===== config.mk =====
export PLATFORM = sky130hd
export DESIGN_NAME = pipe_ifd_stage
export DESIGN_NICKNAME = d
export VERILOG_FILES = /design/src/rtl/pipe_pkg.sv /design/src/rtl/pipe_ifd_decode.sv /design/src/rtl/pipe_ifd_stage.sv
export SDC_FILE = /design/constraint.sdc
export NUM_CORES = 1
export LEC_CHECK = 0
export ABC_AREA = 1
export CORE_MARGIN = 2
export CORE_UTILIZATION = 44
export CTS_CLUSTER_SIZE = 24
export DETAILED_ROUTE_END_ITERATION = 6
export PLACE_DENSITY = 0.73
export SYNTH_ARGS = -nofsm -noshare
export SYNTH_HDL_FRONTEND = slang
export SYNTH_HIERARCHICAL = 1
export SYNTH_SLANG_ARGS = --single-unit
export TNS_END_PERCENT = 100

===== constraint.sdc =====
create_clock -name clk -period 1.2 [get_ports clk]
set_input_delay 0.12 -clock clk [delete_from_list [all_inputs] [get_ports clk]]
set_output_delay 0.12 -clock clk [all_outputs]
set_load 0.02 [all_outputs]

===== src/rtl/pipe_pkg.sv =====
// Shared definitions for the fetch/decode pipeline stages: default widths,
// field bit-offset helpers and the held-entry type.
package pipe_pkg;

   localparam int INSTR_W_DEF = 32;
   localparam int PC_W_DEF    = 16;
   localparam int OPC_W_DEF   = 5;
   localparam int REG_W_DEF   = 5;
   localparam int IMM_W_DEF   = 17;
   localparam int DIR_W_DEF   = 16;
   localparam int DATA_W_DEF  = 32;
   localparam int CNT_W_DEF   = 16;

   // Entry held in the main or skid register at the default widths.
   typedef struct packed {
      logic [INSTR_W_DEF-1:0] instr;
      logic [PC_W_DEF-1:0]    pc;
   } ifd_entry_t;

   // Opcode sits at the top of the word; rd, ra, rb follow contiguously below it.
   function automatic int opc_lsb(input int instr_w, input int opc_w);
      return instr_w - opc_w;
   endfunction

   function automatic int rd_lsb(input int instr_w, input int opc_w, input int reg_w);
      return instr_w - opc_w - reg_w;
   endfunction

   function automatic int ra_lsb(input int instr_w, input int opc_w, input int reg_w);
      return instr_w - opc_w - (2 * reg_w);
   endfunction

   function automatic int rb_lsb(input int instr_w, input int opc_w, input int reg_w);
      return instr_w - opc_w - (3 * reg_w);
   endfunction

endpackage


===== src/rtl/pipe_ifd_decode.sv =====
// Combinational instruction field extractor with selectable immediate extension.
// Shared between the IF/ID and ID/EX stages.
module pipe_ifd_decode
   import pipe_pkg::*;
#(
   parameter int INSTR_W = INSTR_W_DEF,
   parameter int OPC_W   = OPC_W_DEF,
   parameter int REG_W   = REG_W_DEF,
   parameter int IMM_W   = IMM_W_DEF,
   parameter int DIR_W   = DIR_W_DEF,
   parameter int DATA_W  = DATA_W_DEF
) (
   input  logic [INSTR_W-1:0] instr_i,
   input  logic               sext_en_i,
   output logic [OPC_W-1:0]   opcode_o,
   output logic [REG_W-1:0]   rd_o,
   output logic [REG_W-1:0]   ra_o,
   output logic [REG_W-1:0]   rb_o,
   output logic [DATA_W-1:0]  imm_o,
   output logic [DIR_W-1:0]   dir_o
);

   localparam int OPC_LSB = opc_lsb(INSTR_W, OPC_W);
   localparam int RD_LSB  = rd_lsb(INSTR_W, OPC_W, REG_W);
   localparam int RA_LSB  = ra_lsb(INSTR_W, OPC_W, REG_W);
   localparam int RB_LSB  = rb_lsb(INSTR_W, OPC_W, REG_W);

   logic [IMM_W-1:0] imm_raw_s;

   // Field slicing; the signed cast replicates bit IMM_W-1 when widening.
   always_comb begin
      opcode_o  = instr_i[OPC_LSB +: OPC_W];
      rd_o      = instr_i[RD_LSB +: REG_W];
      ra_o      = instr_i[RA_LSB +: REG_W];
      rb_o      = instr_i[RB_LSB +: REG_W];
      imm_raw_s = instr_i[IMM_W-1:0];
      imm_o     = sext_en_i ? DATA_W'($signed(imm_raw_s)) : DATA_W'(imm_raw_s);
      dir_o     = instr_i[DIR_W-1:0];
   end

endmodule


===== src/rtl/pipe_ifd_stage.sv =====
// IF/ID pipeline register with optional 2-entry skid, flush, field decode
// and a saturating back-pressure counter.
module pipe_ifd_stage
   import pipe_pkg::*;
#(
   parameter int INSTR_W = INSTR_W_DEF,
   parameter int PC_W    = PC_W_DEF,
   parameter int OPC_W   = OPC_W_DEF,
   parameter int REG_W   = REG_W_DEF,
   parameter int IMM_W   = IMM_W_DEF,
   parameter int DIR_W   = DIR_W_DEF,
   parameter int DATA_W  = DATA_W_DEF,
   parameter int SKID    = 1,
   parameter int CNT_W   = CNT_W_DEF
) (
   input  logic               clk,
   input  logic               rst_n,
   input  logic               in_valid,
   output logic               in_ready,
   input  logic [INSTR_W-1:0] in_instr,
   input  logic [PC_W-1:0]    in_pc,
   input  logic               flush,
   input  logic               sext_en,
   output logic               out_valid,
   input  logic               out_ready,
   output logic [OPC_W-1:0]   out_opcode,
   output logic [REG_W-1:0]   out_rd,
   output logic [REG_W-1:0]   out_ra,
   output logic [REG_W-1:0]   out_rb,
   output logic [DATA_W-1:0]  out_imm,
   output logic [DIR_W-1:0]   out_dir,
   output logic [PC_W-1:0]    out_pc,
   output logic [CNT_W-1:0]   stall_cnt
);

   typedef struct packed {
      logic [INSTR_W-1:0] instr;
      logic [PC_W-1:0]    pc;
   } entry_t;

   localparam bit               HAS_SKID = (SKID != 0);
   localparam logic [CNT_W-1:0] CNT_MAX  = {CNT_W{1'b1}};

   entry_t           m_q, m_d, s_q, s_d, in_entry_s;
   logic             m_valid_q, m_valid_d;
   logic             s_valid_q, s_valid_d;
   logic             rdy_q, rdy_d;
   logic [CNT_W-1:0] stall_q, stall_d;
   logic             accept_s, issue_s, in_ready_s;

   // rdy_q is low in reset; with a skid it mirrors the registered ~S.valid.
   always_comb begin
      if (HAS_SKID) begin
         in_ready_s = rdy_q;
      end else begin
         in_ready_s = rdy_q & (~m_valid_q | out_ready);
      end
      accept_s         = in_valid & in_ready_s;
      issue_s          = m_valid_q & out_ready;
      in_entry_s.instr = in_instr;
      in_entry_s.pc    = in_pc;
   end

   // Next-state for main/skid entries: S drains into M before new input.
   always_comb begin
      m_d       = m_q;
      m_valid_d = m_valid_q;
      s_d       = s_q;
      s_valid_d = s_valid_q;
      if (flush) begin
         m_valid_d = 1'b0;
         s_valid_d = 1'b0;
      end else if (!m_valid_q || issue_s) begin
         if (s_valid_q) begin
            m_d       = s_q;
            m_valid_d = 1'b1;
         end else if (accept_s) begin
            m_d       = in_entry_s;
            m_valid_d = 1'b1;
         end else begin
            m_valid_d = 1'b0;
         end
         s_valid_d = 1'b0;
      end else if (accept_s && HAS_SKID) begin
         s_d       = in_entry_s;
         s_valid_d = 1'b1;
      end else begin
         s_valid_d = s_valid_q;
      end
      rdy_d = ~s_valid_d;
   end

   // Saturating count of cycles where a valid output is refused downstream.
   always_comb begin
      if (m_valid_q && !out_ready && (stall_q != CNT_MAX)) begin
         stall_d = stall_q + CNT_W'(1);
      end else begin
         stall_d = stall_q;
      end
   end

   // State registers with synchronous active-low reset.
   always_ff @(posedge clk) begin
      if (!rst_n) begin
         m_q       <= '0;
         s_q       <= '0;
         m_valid_q <= 1'b0;
         s_valid_q <= 1'b0;
         rdy_q     <= 1'b0;
         stall_q   <= '0;
      end else begin
         m_q       <= m_d;
         s_q       <= s_d;
         m_valid_q <= m_valid_d;
         s_valid_q <= s_valid_d;
         rdy_q     <= rdy_d;
         stall_q   <= stall_d;
      end
   end

   assign in_ready  = in_ready_s;
   assign out_valid = m_valid_q;
   assign out_pc    = m_q.pc;
   assign stall_cnt = stall_q;

   pipe_ifd_decode #(
      .INSTR_W (INSTR_W),
      .OPC_W   (OPC_W),
      .REG_W   (REG_W),
      .IMM_W   (IMM_W),
      .DIR_W   (DIR_W),
      .DATA_W  (DATA_W)
   ) u_decode (
      .instr_i   (m_q.instr),
      .sext_en_i (sext_en),
      .opcode_o  (out_opcode),
      .rd_o      (out_rd),
      .ra_o      (out_ra),
      .rb_o      (out_rb),
      .imm_o     (out_imm),
      .dir_o     (out_dir)
   );

endmodule


# After elaboration in Yosys (flattened, before gate mapping)
# Index checks and enable logic that the tools add are counted.
[classes]
add_sub_neg = 1
n_mul = 0
div_mod_pow = 0
order_cmp = 0
eq_ne = 1
shift = 0
n_mux = 8
n_bitwise = 6
reduce_logical = 9
[ops]
columns = ["operator", "n"]
rows = [
  ["$mux 48", 2],
  ["$mux 32", 1],
  ["$add 16x1->16 const B", 1],
  ["$ne 16x16->1 const B", 1],
  ["$reduce_and 3->1", 2],
  ["$mux 1", 5],
  ["$not 1->1", 4],
  ["$and 1x1->1", 2],
  ["$logic_and 1x1->1", 2],
  ["$logic_not 1->1", 2],
  ["$reduce_bool 2->1", 1],
  ["$reduce_or 2->1", 1],
  ["$logic_or 1x1->1", 1],
]
[totals]
regBits = 115
latchBits = 0
ramBits = 0
romBits = 0
output_inout_bits = 102
n_memories = 0

# Longest topological paths before layout
[depth]
word_depth = 5
mapped_depth = 10
depth_no_buf = 9

# Hierarchy
# The synthesis kept the hierarchy.
[by_module_without_submodules]
columns = ["mod", "n_inst", "cells_per_inst", "area_per_inst_um2"]
rows = [
  ["pipe_ifd_stage", 1, 713, 5132.4],
  ["pipe_ifd_decode", 1, 69, 510.5],
]

# Worst setup path before layout
# OpenSTA, ideal clock, no wires.
[synth_path]
path_type = "flip-flop to flip-flop"
start = "register stall_q[1], in the netlist stall_cnt[1]"
end = "register stall_q[13], in the netlist stall_cnt[13]"
setup_time_ps = 115
arrival_ps = 1382
path_slack_ps = -297
stages_incl_launch_ff = 8
cell_sequence = "dfxtp_1 > ha_1 > nand3_2 > nor2_2 > nand3_2 > buf_6 > a21oi_1 > nor2_1"
[synth_via]
elab_chain_len = 2
word_cells_on_any_way = 3
cone_classes = "1 x add/sub; 1 x eq/ne; 1 x reduce/logical"
[synth_lines]
columns = ["element", "line", "text"]
rows = [
  ["from (decl)", "pipe_ifd_stage.sv:48", "logic [CNT_W-1:0] stall_q, stall_d;"],
  ["from (signal assigned)", "pipe_ifd_stage.sv:117", "stall_q <= stall_d;"],
  ["branches (longest 2 deep; another with $add 16x1->16)", "n/a", ""],
]
# Parallel ways; which one is timed is not known.
# A chain may end at the register's enable or synchronous reset.

# Worst setup path after layout
[layout_path]
start = "register rdy_q, in the netlist in_ready"
end = "register m_q, in the netlist out_pc[1]"
[layout_via]
elab_chain_len = 3
[layout_lines]
columns = ["element", "line", "text"]
rows = [
  ["from (decl)", "pipe_ifd_stage.sv:47", "logic rdy_q, rdy_d;"],
  ["from (signal assigned)", "pipe_ifd_stage.sv:116", "rdy_q <= rdy_d;"],
  ["$and 1x1->1", "pipe_ifd_stage.sv:58", "accept_s = in_valid & in_ready_s;"],
  ["$reduce_bool 2->1 (no source line)", "n/a", ""],
  ["$reduce_and 3->1 (no source line)", "n/a", ""],
  ["to (signal assigned)", "pipe_ifd_stage.sv:112", "m_q <= m_d;"],
  ["to (decl)", "pipe_ifd_stage.sv:44", "entry_t m_q, m_d, s_q, s_d, in_entry_s;"],
]
# No other way between the ends.

==> summary.txt <==
Outcome
  – Run status: finished, violations left
  – Violations in the final reports: setup timing

Setup path
  – CP Max Fanout: 8
  – Critical Path Stages: 8
  – Worst r2r dst: out_pc[1]
  – CP Cell Sequence: nand2_4, inv_2, or2_4, nand2_8, inv_12, clkbuf_16, nor2_4, nor2_1
  – R2R Setup Slk: -0.14 ns
  – CP top delay family: simple AND/OR/NAND/NOR gates
  – Crit path DAT: 1.65 ns
  – Critical path's slowest cell: dfxtp_4
  – Critical path required time: 1.51 ns
  – CP max stage delay: 0.35 ns
  – Crit path to: out_pc[1]
  – Worst setup EP type: flop
  – Startpoint types: flop
  – Reg2Reg Depth: 8
  – Worst Setup SP: in_ready
  – Crit path buffers/inverters: 3
  – Class of the most critical setup path: reg2reg
  – Reg2reg start: in_ready

Placement
  – Post-DP HPWL: 8770 um
  – Port bufs: 155
  – Dpl ws: -0.460 ns
  – Post-Place Cells: 1,039
  – Gpl congestion: 0.794

Global routing
  – GR Layer Usage met3: 5.46%
  – M2 GR Usage: 34.0%
  – First-pass GRT wire length: 22,100 um
  – GR Util met1: 25.4%
  – Gr busiest metal: met2
  – Largest net degree at the start of global routing: 63
  – Total GRT Usage: 20.5%
  – GR Overflow Total: 0
  – Vias in the first global route: 4,632
  – Initial antenna violation count: 0

Timing
  – Highest Clock Rate: 744 MHz
  – Setup violators final: 107
  – PnR worst setup slack: -0.144 ns
  – Hold Vio Cnt, Final: 0
  – Fin crit period: 1.34 ns
  – RSZ-0062 raised after global routing: yes
  – Relative slew slack: 78.4%
  – Worst hold margin: 0.177 ns
  – Final Max Tran Viols: 0
  – Final period utilization: 112%
  – Slew @ Worst Pin: 0.324 ns
  – Fin Clk Skew: 0.00815 ns

Die
  – Core ar.: 0.0126 mm2
  – DIE WIDTH: 117 um
  – Die Y: 117 um
  – Die area: 0.0137 mm2
  – IO Pins: 156
  – Initial Util: 44.9%
  – Row cnt: 41

Detailed routing
  – DR vias: 5,383
  – Wirelength per Cell: 14.2 um
  – Post-route ant nets: 0
  – WL final: 15,600 um
  – Drt first pass iters: 5
  – Initial DRC Count: 359
  – DRC Markers: 0
  – Vias per inst: 4.92

Pwr
  – P per Cell Area: 1230 mW/mm2
  – Worst vdd ir: 0.000763 V
  – Final Power: 0.0103 W
  – Pleak: 3.71 nW
  – Clock share of power: 50.1%
  – Sw Ratio: 24.4%
  – Int Pwr: 0.00779 W
  – Combinational Power Share: 11.2%
  – Reg power frac: 38.7%
  – Net load switching power: 0.00252 W

Clock tree
  – CTS Buffer Depth: 2
  – Htree depth: 4
  – Clock sink count: 115
  – CTS clk-pin slew, worst paths: 0.06 ns
  – Clock buffer count from CTS: 17
  – Clock latency at the later pin of the worst-skew pair: 0.42 ns
  – CTS root buf: clkbuf_16
  – CTS tree: yes
  – CTS Hold Bufs: 0

Logic synthesis
  – Commonest cells in the netlist: o21ai_0, dfxtp_1, nor2_1, nand2_1, buf_4
  – Syn_area_per_cell: 7.22 um2
  – Sequential area share after synthesis: 40.8%
  – Seq cells post-synth: 115
  – EDFF count, synth: 0
  – Top FF cell, synth: dfxtp_1
  – Synth unique cells: 26
  – Synth area leader: dfxtp_1
  – Syn_nets: 837
  – Post-synth top area share: 40.8%
  – Async SR Flop Fraction: 0%
  – Synth area leaders: dfxtp_1, buf_4, o21ai_0
  – Mapped cell area: 0.00564 mm2
  – Top-count cell post-synth: o21ai_0
  – Warnings from Yosys: 6
  – Syn Inst Count: 782

Finish
  – Final nets: 965
  – Share of layout cells above drive strength 1: 39.8%
  – Area Overhead vs Synth: 49.1%
  – Storage element area: 0.00235 mm2
  – FILL cells: 1,043
  – Antenna diodes: 0
  – Final core occ: 66.9%
  – Multi-input logic area: 0.00272 mm2
  – Finished Layout Cells: 1,095

Min path
  – Type of the worst min-delay path: in2reg
  – WHS Path Cells: 4

Flow run
  – Max Cap Viol: 0
[per-layer routing]
metal | wire length (um) | up-vias | share of wire [%]
met5 | 0 | - | 0
met4 | 217 | 0 | 1.4
met3 | 897 | 20 | 5.8
met2 | 7740 | 168 | 50
met1 | 6720 | 2507 | 43
li1 | - | 2688 | -
[worst min-delay path by stage]
stage,start,endpoint
6_report,rst_n,s_q[17]
5_1_grt,rst_n,m_q[46]
4_1_cts,rst_n,stall_cnt[6]
3_5_place_dp,m_q[47],m_q[47]
3_3_place_gp,m_q[40],m_q[40]
2_1_floorplan,flush,out_valid
[through the flow]
stage	cell area, um2	setup TNS (ns)
floorplan	5740	-2.60
detailed placement	7170	-47.67
global route	8410	-16.69
CTS	8020	-4.81
global placement	7170	-44.24
finish	8410	-8.45
[registers in the layout, indices dropped and copies added, names as in the netlist]
signal and cells:
in_ready 1, m_q 32, out_pc 16, out_valid 1, s_q 48, s_valid_q 1, stall_cnt 16
[worst register-to-register path, stage by stage, from the launching register on]
cell and delay (ns):
dfxtp_4 0.35, nand2_4 0.07, inv_2 0.03, or2_4 0.25, nand2_8 0.14, inv_12 0.08
clkbuf_16 0.19, nor2_4 0.10, nor2_1 0.05
[area by class of cell]
type,instances,share of cell area (%)
Multi-Input combinational cell,473,32.3
Inverter,68,3.30
Clock inverter,12,1.49
Sequential cell,115,28.0
Timing Repair Buffer,234,26.4
Timing Repair inverter,1,0.134
Tap cell,172,2.56
Clock buffer,20,5.81
[cells in the final DEF, fill, tap and decap left out, types with 3 or more instances in the layout]
master / synthesis / final
nor2_1: 114 / 72
clkdlybuf4s15_2: 0 / 8
nand2_4: 2 / 7
clkbuf_16: 0 / 31
nand2_1: 100 / 81
buf_8: 2 / 3
a21oi_2: 0 / 12
clkinvlp_4: 0 / 3
clkinv_2: 0 / 5
nand4_1: 3 / 3
nand3_1: 12 / 5
nor2_4: 3 / 38
inv_2: 5 / 6
clkbuf_2: 0 / 18
nand3_2: 2 / 8
nand2_2: 0 / 13
a21oi_1: 60 / 48
buf_2: 11 / 60
buf_4: 92 / 45
buf_16: 0 / 4
buf_6: 4 / 24
dfxtp_2: 0 / 14
dfxtp_4: 0 / 9
inv_1: 63 / 59
nor2_2: 21 / 28
o21ai_2: 0 / 7
o21ai_0: 127 / 111
dfxtp_1: 115 / 92
o21ai_1: 20 / 29
xor2_1: 3 / 3
buf_12: 0 / 8
clkdlybuf4s50_1: 0 / 52
[logic make-up after synthesis]
logic type / synth area share, %
xor+xnor: 0.466
flops: 40.8
fa+ha+maj: 0.222
compound gates: 18.4
buf+inv: 20.2
simple gates: 20.0
[power by group through the flow]
stage | Combinational (W) | Sequential, W | Clock, W
final | 0.00116 | 0.00399 | 0.00517
after global routing | 0.00125 | 0.00400 | 0.00541
after CTS | 0.00106 | 0.00397 | 0.00523
after detailed placement | 0.00109 | 0.00405 | 0
after global placement | 0.00108 | 0.00405 | 0
after floorplan | 0.000712 | 0.00404 | 0
[timing repair]
| item | 4_1_cts | 5_1_grt |
|---|---|---|
| endpoints found under the setup margin | 214 | 173 |
| setup buffers | 6 | 3 |
| pin swaps | 15 | 22 |
| resized for setup | 428 | 164 |
| gates cloned | 3 | 14 |
No activity file was read; power rests on OpenSTA's default activity.
